<file path="config.mk">
export PLATFORM = sky130hd
export DESIGN_NAME = cla_word_sequencer
export DESIGN_NICKNAME = d
export VERILOG_FILES = /design/src/rtl/cla_word_sequencer.sv
export SDC_FILE = /design/constraint.sdc
export NUM_CORES = 1
export LEC_CHECK = 0
export CORE_ASPECT_RATIO = 0.8
export CORE_MARGIN = 1.5
export CORE_UTILIZATION = 53
export CTS_BUF_LIST = sky130_fd_sc_hd__clkbuf_8
export DETAILED_ROUTE_END_ITERATION = 10
export HOLD_SLACK_MARGIN = 0.05
export PLACE_DENSITY = 0.85
export SKIP_LAST_GASP = 1
export SLEW_MARGIN = 20
export SYNTH_ARGS = -nofsm -noshare
export SYNTH_HDL_FRONTEND = slang
export SYNTH_SLANG_ARGS = --single-unit
</file>
<file path="constraint.sdc">
create_clock -name clk -period 3.4 [get_ports clk]
set_clock_uncertainty 0.2 [all_clocks]
set_input_delay 0.51 -clock clk [delete_from_list [all_inputs] [get_ports clk]]
set_output_delay 0.51 -clock clk [all_outputs]
set_load 0.01 [all_outputs]
</file>
<file path="src/rtl/cla_word_sequencer.sv">
// Sequences an external 8-bit CLA slice over WORDS byte slices, least-significant first,
// to build a multi-precision add/subtract. The slice carry is registered and chained.
module cla_word_sequencer #(
    parameter int unsigned WORDS  = 4,
    parameter int unsigned SETTLE = 2
) (
    input  logic                 clk,
    input  logic                 rst_n,
    input  logic                 start_valid,
    output logic                 start_ready,
    input  logic                 op_sub,
    input  logic [8*WORDS-1:0]   a_in,
    input  logic [8*WORDS-1:0]   b_in,
    output logic                 res_valid,
    input  logic                 res_ready,
    output logic [8*WORDS-1:0]   result,
    output logic                 carry_out,
    output logic                 overflow,
    output logic [7:0]           cla_a,
    output logic [7:0]           cla_b,
    output logic                 cla_ci,
    input  logic [7:0]           cla_sum,
    input  logic                 cla_co
);
    localparam int unsigned W    = 8 * WORDS;
    localparam int unsigned IdxW = (WORDS > 1) ? $clog2(WORDS) : 1;
    localparam int unsigned CntW = (SETTLE > 1) ? $clog2(SETTLE) : 1;
    localparam logic [IdxW-1:0] LastIdx   = IdxW'(WORDS - 1);
    localparam logic [CntW-1:0] SettleTop = CntW'(SETTLE - 1);

    typedef enum logic [1:0] {StIdle, StExec, StDone} state_e;

    state_e          state_q, state_d;
    logic [IdxW-1:0] idx_q, idx_d;
    logic [CntW-1:0] cnt_q, cnt_d;
    logic            carry_q, carry_d;
    logic [W-1:0]    a_q, a_d;
    logic [W-1:0]    b_q, b_d;
    logic [W-1:0]    sum_q, sum_d;
    logic [W-1:0]    result_q, result_d;
    logic            co_q, co_d;
    logic            ovf_q, ovf_d;

    // Working sum is kept apart from the published result so outputs hold until the next DONE.
    always_comb begin
        state_d  = state_q;
        idx_d    = idx_q;
        cnt_d    = cnt_q;
        carry_d  = carry_q;
        a_d      = a_q;
        b_d      = b_q;
        sum_d    = sum_q;
        result_d = result_q;
        co_d     = co_q;
        ovf_d    = ovf_q;
        unique case (state_q)
            StIdle: begin
                if (start_valid) begin
                    a_d     = a_in;
                    b_d     = op_sub ? ~b_in : b_in;
                    carry_d = op_sub;
                    idx_d   = '0;
                    cnt_d   = SettleTop;
                    state_d = StExec;
                end
            end
            StExec: begin
                if (cnt_q != '0) begin
                    cnt_d = cnt_q - 1'b1;
                end else begin
                    sum_d[{idx_q, 3'b000} +: 8] = cla_sum;
                    carry_d = cla_co;
                    if (idx_q == LastIdx) begin
                        state_d  = StDone;
                        result_d = sum_d;
                        co_d     = cla_co;
                        ovf_d    = (a_q[W-1] == b_q[W-1]) && (sum_d[W-1] != a_q[W-1]);
                    end else begin
                        idx_d = idx_q + 1'b1;
                        cnt_d = SettleTop;
                    end
                end
            end
            StDone: begin
                if (res_ready) begin
                    state_d = StIdle;
                end
            end
            default: state_d = StIdle;
        endcase
    end

    always_ff @(posedge clk or negedge rst_n) begin
        if (!rst_n) begin
            state_q  <= StIdle;
            idx_q    <= '0;
            cnt_q    <= '0;
            carry_q  <= 1'b0;
            a_q      <= '0;
            b_q      <= '0;
            sum_q    <= '0;
            result_q <= '0;
            co_q     <= 1'b0;
            ovf_q    <= 1'b0;
        end else begin
            state_q  <= state_d;
            idx_q    <= idx_d;
            cnt_q    <= cnt_d;
            carry_q  <= carry_d;
            a_q      <= a_d;
            b_q      <= b_d;
            sum_q    <= sum_d;
            result_q <= result_d;
            co_q     <= co_d;
            ovf_q    <= ovf_d;
        end
    end

    // Slice operands come straight from registers, so they stay stable across the settle window.
    always_comb begin
        start_ready = (state_q == StIdle);
        res_valid   = (state_q == StDone);
        result      = result_q;
        carry_out   = co_q;
        overflow    = ovf_q;
        cla_a       = '0;
        cla_b       = '0;
        cla_ci      = 1'b0;
        if (state_q == StExec) begin
            cla_a  = a_q[{idx_q, 3'b000} +: 8];
            cla_b  = b_q[{idx_q, 3'b000} +: 8];
            cla_ci = carry_q;
        end
    end
endmodule

</file>
## Word-level counts from Yosys, hierarchy flattened

Index checks and enable logic that the tools add are counted.

- Equal/unequal tests: 10
- Add/subtract/negate cells: 3
- Mux-type cells: 21
- Shift operators: 4
- Bitwise logic cells: 2
- Reductions and logical operators: 10

Operator list:

| cell | count |
|---|---|
| 32-bit by 6-bit indexed part select with 8-bit output | 2 |
| 32-bit bitwise mux | 1 |
| 32-bit 2-to-1 mux | 1 |
| 32-bit NOT | 1 |
| 8-bit by 7-bit variable shift with 32-bit output (first input constant) | 1 |
| 8-bit by 7-bit indexed part select with 32-bit output | 1 |
| 8-bit 2-to-1 mux | 2 |
| 2-bit 2-to-1 mux | 7 |
| 2-bit inequality test (second input constant) | 4 |
| 4-bit AND reduction | 2 |
| 5-bit negation with 7-bit output | 1 |
| 1-bit 2-to-1 mux | 6 |
| 2-bit one-hot mux with 3 select lines | 1 |
| 2-bit AND reduction | 3 |
| 3-bit AND reduction | 2 |
| 2-bit == test (second input constant) | 2 |
| 1-bit one-hot mux with 2 select lines | 2 |
| 2-bit one-hot mux with 2 select lines | 1 |
| 2-bit by 1-bit adder with 2-bit output (second input constant) | 1 |
| 2-bit by 1-bit == test with 1-bit output (second input constant) | 1 |
| 2-bit logical NOT | 1 |
| 2-bit by 1-bit inequality test with 1-bit output (second input constant) | 1 |
| 2-bit nonzero test | 1 |
| 1-bit == test | 1 |
| 4 further kinds | 4 |

- Word-level logic and storage cells: 60
- Bits in registers: 136
- Output and inout port bits: 53
- Input port bits: 78

## Depth between registers and ports, before layout

Gate-level depths: netlist of the first run.

- Word-level depth: 5
- Gate-level depth with buffers: 9
- Gate-level depth less buffers: 5

## Least setup slack after synthesis of the first run

No wires, ideal clock.

- Kind: reg-to-reg
- From: register idx_q[1]
- To: register sum_q[23]
- Setup slack: 0.813 ns
- Required time: 3.134 ns
- Library setup time: 0.066 ns
- Stages on the path, launching flop included: 10
- Clock period less this slack: 2.587 ns
- Buffers on the path: 4
- Arrival: 2.321 ns
- Cell sequence: dfrtp_1 clkbuf_1 buf_2 inv_1 ha_1 nor4bb_1 clkbuf_1 and2_1 buf_2 a22o_1

- Longest elaborated chain between the ends: 3
- Elaborated cells on any way between the ends: 4
- Those cells by class: add/sub (1); shift (2); mux (1)

RTL lines:

| what | line | text |
|---|---|---|
| start, declared | 34 | `logic [IdxW-1:0] idx_q, idx_d;` |
| start signal, assigned | 107 | `idx_q <= idx_d;` |
| 5-bit negation with 7-bit output (*) | 71 | `sum_d[{idx_q, 3'b000} +: 8] = cla_sum;` |
| 8-bit by 7-bit indexed part select with 32-bit output or 8-bit by 7-bit variable shift with 32-bit output (tied branches) | 71 |  |
| 32-bit bitwise mux (*) | 71 |  |
| end signal, assigned | 112 | `sum_q <= sum_d;` |
| end, declared | 39 | `logic [W-1:0] sum_q, sum_d;` |

Mark *: on every way between the ends. The rest lies on a longest branch, timed or not.
A chain may end at the register's enable or synchronous reset.

## Worst setup path after layout of the first run

- From: register state_q[1]
- To: output cla_a[3]

- Longest elaborated chain between the ends: 2

RTL lines:

| what | line | text |
|---|---|---|
| start, declared | 33 | `state_e state_q, state_d;` |
| start signal, assigned | 95 | `state_q <= StIdle;` |
| start signal, assigned | 106 | `state_q <= state_d;` |
| 2-bit by 1-bit == test with 1-bit output | 129 | `if (state_q == StExec) begin` |
| 8-bit 2-to-1 mux | 129 |  |
| end, declared | 19 | `output logic [7:0] cla_a,` |

No other way between the ends.

==> results of run 1 <==
[repair_timing]
item	4_1_cts	5_1_grt
resized for setup	0	0
endpoints found under the hold margin	80	0
hold buffers	1	0
[registers in the layout, indices dropped and copies added (netlist names), 2 cells and up]
| register | flops |
|---|---|
| result | 32 |
| idx_q | 2 |
| state_q | 2 |
| b_q | 32 |
| sum_q | 32 |
| a_q | 32 |
[kinds of logic after synthesis]
group	count (synthesis)
buf+inv	61
flops	136
simple gates	243
compound gates	109
xor+xnor	32
mux	17
fa+ha+maj	6
[through the flow]
stage / std cells / hold WS [ns] / power (mW) / util / instance area, um2
floorplan: 604 / 0.0144 / 4.65 / - / 6260
global placement: 842 / 0.252 / 5.84 / 0.663 / 7630
detailed placement: 842 / 0.257 / 6.01 / 0.663 / 7630
CTS: 875 / 0.276 / 7.56 / 0.704 / 8110
global route: 875 / 0.289 / 8.01 / 0.704 / 8110
finish: 875 / 0.282 / 7.52 / 0.704 / 8110
[layout by cell type, fill, tap and decap left out, types with 2 or more instances in the layout]
| master | netlist | routed |
|---|---|---|
| nor2b_1 | 17 | 17 |
| buf_4 | 2 | 10 |
| clkinv_4 | 0 | 2 |
| a2111o_1 | 2 | 2 |
| bufinv_16 | 0 | 5 |
| mux4_2 | 16 | 16 |
| inv_1 | 10 | 11 |
| nand2b_1 | 2 | 2 |
| nand2_1 | 139 | 139 |
| xnor2_1 | 32 | 32 |
| clkinvlp_4 | 0 | 2 |
| a22o_1 | 31 | 31 |
| o21ai_0 | 38 | 38 |
| clkdlybuf4s50_1 | 0 | 128 |
| dfrtp_1 | 136 | 136 |
| a221oi_1 | 31 | 31 |
| and2_1 | 4 | 4 |
| clkinv_2 | 0 | 3 |
| clkbuf_8 | 0 | 19 |
| nand3_1 | 2 | 2 |
| nor2_1 | 67 | 67 |
| nor4bb_1 | 4 | 3 |
| ha_1 | 6 | 6 |
[per-layer routing]
metal  routed length [um]  vias to the layer above  track usage
met5                    0                        -            0
met3                 1070                       16       0.0730
met4                  136                        0       0.0734
li1                     -                     2292            -
met1                 6220                     2425        0.315
met2                 7320                      212        0.418
[how the worst max path moves through the flow]
stage                           startpoint               endpoint  slack [ns]  cells past startpoint
finish              state_q[1]$_DFFE_PN0P_               cla_a[3]        0.18                      4
global route        state_q[1]$_DFFE_PN0P_               cla_a[3]        0.05                      4
CTS                 state_q[1]$_DFFE_PN0P_               cla_a[3]        0.18                      4
detailed placement  state_q[1]$_DFFE_PN0P_               cla_a[3]        0.68                      4
global placement    state_q[1]$_DFFE_PN0P_               cla_a[1]        0.70                      4
floorplan             idx_q[1]$_DFFE_PN0P_  sum_q[23]$_DFFE_PN0P_        0.81                      9
[area by class of cell]
class,instances,area [um2]
Clock buffer,19,262
Tap cell,148,185
Inverter,10,37.5
Fill cell,804,3410
Timing Repair Buffer,142,1400
Clock inverter,13,201
Sequential cell,136,3400
Multi-Input combinational cell,407,2610
[tightest hold or removal path, cell delays in order, from the launching register on]
cell     delay [ns]
dfrtp_1        0.34
nand2_1        0.05
nand2_1        0.06
[report_power, final]
part	switching, mW	total (mW)	internal (mW)
Sequential	0.475	2.85	2.37
Combinational	1.51	3.15	1.65
Clock	0.616	1.52	0.907
==> impl_metrics.ini, run 1 <==
[run]
max_cap_viol_count = 0

[drt]
via_count = 4945
viasPerCell = 5.65
drt_iter0_markers = 444
antenna_left = 0
drc = 0
wl_um = 14700
dr.pass1.iters = 5
wl_per_cell_um = 16.8

[worst_setup_path]
startpoint_type = flip-flop
rr_endpoint = sum_q[0]$_DFFE_PN0P_
crit_type = flip-flop to output pin
cp.arrival_ns = 2.51
critPathRequiredTime_ns = 2.69
crit_slowest_cell = clkdlybuf4s50_1
cpPeakStageDelay_ns = 0.54
path_cells = nand2b_1, buf_4, nor2b_1, clkdlybuf4s50_1
worstSetupEndpointType = output pin
crit_fanout = 15
cp_num_buf_inv = 2
r2r_setup_slack_ns = 0.76
worstRegToRegCells = 7
r2r-start = idx_q[0]$_DFFE_PN0P_
cp_top_family = buffers and inverters

[worst_hold_path]
hold_end = a_q[19]$_DFFE_PN0P_
hold_path_class = flip-flop to flip-flop
whs_path_depth = 2
min_from = a_q[19]$_DFFE_PN0P_

[logic_synthesis]
synth-edff-count = 0
synth.distinct_cells = 36
yosys.area_share.simple = 0.167
synthArstFlopShare = 1.00
synth_top_family_by_area = simple AND/OR/NAND/NOR gates
synth_compound_gate_area_share = 0.131
syn_nets = 688
synth_largest_area_cell = dfrtp_1
synth_most_common_cell = nand2_1
synth_top_cells_by_count = nand2_1 (139), dfrtp_1 (136), nor2_1 (67), o21ai_0 (38), xnor2_1 (32)
synth_area_leaders = dfrtp_1 (54%), nand2_1 (8.3%), mux4_2 (5.8%), xnor2_1 (4.5%), a221oi_1 (4.3%)
synth_ff_type = dfrtp_1
ys_ff_latch = 136
syn_area_per_cell_um2 = 10.4
synth_seq_area_share = 0.543
synthXorXnorAreaFrac = 0.0448
yosysWarnings = 0
syn_area_mm2 = 0.00626
synthAdderAreaFrac = 0.0120
synth.top_cell.area_share = 0.543
muxShareOfSynthArea = 0.0591
synth_cells = 604

[timing]
slew_viol_final = 0
fmax_mhz = 311
rsz0062_at_grt = no
tightest_slew_ns = 0.924
tns_ns = 0
relSlewSlack = 0.384
setup_viol = 0
setup_ws_ns = 0.183
hold_viol = 0
period_share = 0.946
period_minus_slack_ns = 3.22

[die]
io_pins = 131
die_area_mm2 = 0.0125
die_x_um = 125
die_h_um = 100
initial_core_util = 0.544
std_cell_rows = 35
core-area_mm2 = 0.0115

[finish]
drive_gt1_frac = 0.0922
diodes = 0
final_nets = 798
area.growth.synth_to_final_pct = 29.4

[clocking]
cts.reportedPaths.clkPinSlew_ns = 0.07
cts-root-buf = clkbuf_8
cts_buffers = 17
clock_latency_ns = 0.45
post_cts_buffers = 0
cts_tree = done
cts.path.max_buffers = 2
cts.sinks = 136
htreeDepth = 4

[placed_design]
numPortBuffers = 130
post-place-ws_ns = 0.684
dp_hpwl_um = 9880
place_congestion = 0.805

[pwr]
ir_drop_mv = 0.539
p_leak_nw = 3.63
p_per_area_mw_per_mm2 = 928

[global_routing]
grt_max_degree = 82
grt_pass1_vias = 4906
grt_pass1_wl_um = 24300
grt_antenna_before_repair = 0
grtUsageTotal = 0.248
globalRouteOverflowTotal = 0

[status]
outcome = complete, no violations
Power figures use the tool's default switching activity.
==> run 2, diff against run 1 <==
--- a/config.mk
+++ b/config.mk
@@ -7,11 +7,11 @@
 export LEC_CHECK = 0
 export CORE_ASPECT_RATIO = 0.8
 export CORE_MARGIN = 1.5
-export CORE_UTILIZATION = 53
+export CORE_UTILIZATION = 32
 export CTS_BUF_LIST = sky130_fd_sc_hd__clkbuf_8
 export DETAILED_ROUTE_END_ITERATION = 10
 export HOLD_SLACK_MARGIN = 0.05
-export PLACE_DENSITY = 0.85
+export PLACE_DENSITY = 0.57
 export SKIP_LAST_GASP = 1
 export SLEW_MARGIN = 20
 export SYNTH_ARGS = -nofsm -noshare
==> run 2 against run 1 <==
Worst setup slack better by 0.083 ns. Count of clock-buffer cells in the layout stayed put. Hold slack worse by 0.0027 ns. Power is 2.3% lower. First-iteration DRC count is 33% lower. Global-route usage is 8.6 points lower. Sequential share of layout area is 0.52 points lower. Routed wire length is 5.5% higher. Core utilization is 27 points lower.
==> impl_metrics.ini, run 2 (synthesis results as in run 1) <==
[status]
outcome = complete, no violations

[clocking]
cts.reportedPaths.clkPinSlew_ns = 0.08
htreeDepth = 4
cts_buffers = 17
cts_tree = done
cts.sinks = 136
cts.path.max_buffers = 2
post_cts_buffers = 0
cts-root-buf = clkbuf_8
clock_latency_ns = 0.46

[timing]
period_minus_slack_ns = 3.13
setup_viol = 0
slew_viol_final = 0
rsz0062_at_grt = no
relSlewSlack = 0.379
fmax_mhz = 319
period_share = 0.922
tns_ns = 0
timing.hold.ws_ns = 0.279
hold_viol = 0
tightest_slew_ns = 0.931

[worst_setup_path]
r2r_setup_slack_ns = 0.69
cp_num_buf_inv = 2
rr_endpoint = sum_q[2]$_DFFE_PN0P_
startpoint_type = flip-flop
worstRegToRegCells = 7
path_cells = buf_4, mux4_2, nor2b_1, clkdlybuf4s50_1
crit_fanout = 26
crit_slowest_cell = mux4_2
worstSetupEndpointType = output pin
critPathRequiredTime_ns = 2.69
crit_type = flip-flop to output pin
r2r-start = idx_q[0]$_DFFE_PN0P_
cpPeakStageDelay_ns = 0.57
cp.arrival_ns = 2.42
cp_top_family = buffers and inverters

[worst_hold_path]
hold_end = a_q[28]$_DFFE_PN0P_
whs_path_depth = 2
hold_path_class = flip-flop to flip-flop
min_from = a_q[28]$_DFFE_PN0P_

[global_routing]
grt_antenna_before_repair = 0
grt_pass1_wl_um = 25700
globalRouteOverflowTotal = 0
grt_max_degree = 104
grt_pass1_vias = 4803
grtUsageTotal = 0.162

[finish]
finalInstanceArea_mm2 = 0.00821
diodes = 0
fillers = 1801
multi_input_area_mm2 = 0.00261
area.growth.synth_to_final_pct = 31.0
final_nets = 798
final_common_cell = nand2_1
final_cells = 985
layout_common_cells = nand2_1 (139), dfrtp_1 (136), clkdlybuf4s50_1 (128)
utilization = 0.430
drive_gt1_frac = 0.0935
seq_area_mm2 = 0.00340

[die]
initial_core_util = 0.328
die_area_mm2 = 0.0204
std_cell_rows = 45
die_h_um = 128
core-area_mm2 = 0.0191
die_x_um = 159
io_pins = 131

[drt]
wl_per_cell_um = 15.8
antenna_left = 0
dr.pass1.iters = 4
drc = 0
wl_um = 15500
viasPerCell = 4.81
via_count = 4734
drt_iter0_markers = 296

[run]
max_cap_viol_count = 0

[placed_design]
place_inst = 951
dpl_cell_area_mm2 = 0.00776
dp_hpwl_um = 10300
place_congestion = 0.786
numPortBuffers = 130

[pwr]
p_per_area_mw_per_mm2 = 895
p_leak_nw = 3.60
ir_drop_mv = 0.376
[run 2: worst max-delay path by stage]
stage	from	cells after the start	slack [ns]	to
global placement	idx_q[0]$_DFFE_PN0P_	4	0.75	cla_a[2]
floorplan	idx_q[1]$_DFFE_PN0P_	9	0.81	sum_q[23]$_DFFE_PN0P_
detailed placement	start_valid	4	0.73	carry_q$_DFFE_PN0P_
finish	idx_q[0]$_DFFE_PN0P_	4	0.27	cla_a[7]
global route	idx_q[0]$_DFFE_PN0P_	4	0.10	cla_a[7]
CTS	idx_q[0]$_DFFE_PN0P_	4	0.20	cla_a[7]
[run 2: what timing repair did]
item | CTS | global route
hold buffers | 1 | 0
endpoints found under the setup margin | 0 | 0
resized for setup | 0 | 0
endpoints found under the hold margin | 85 | 0
[run 2: worst min-delay path: stages (launching register included)]
cell and delay, ns:
dfrtp_1 0.35, nand2_1 0.05, nand2_1 0.05
[run 2: per-stage QoR]
stage | setup slack, ns | power [mW]
finish | 0.266 | 7.35
global route | 0.102 | 7.91
CTS | 0.198 | 7.43
detailed placement | 0.732 | 6.03
global placement | 0.747 | 5.94
floorplan | 0.813 | 4.65
[run 2: routing by layer]
layer	part of all wire	global-route usage
met2	0.45	0.253
met5	0	0
met3	0.085	0.0560
met4	0.0084	0.0516
met1	0.46	0.212
[run 2: layout make-up]
cell class / count / share of cell area
flip-flops and latches: 136 / 0.415
multi-input cells: 407 / 0.318
repair buffers: 142 / 0.173
well taps: 258 / 0.0393
clock buffers: 19 / 0.0319
clock inverters: 13 / 0.0177
inverters: 10 / 0.00457
[run 2: where the power goes]
group / internal (mW) / switching, mW
Sequential: 2.37 / 0.466
Clock: 0.697 / 0.662
Combinational: 1.66 / 1.49
Total: 4.73 / 2.62
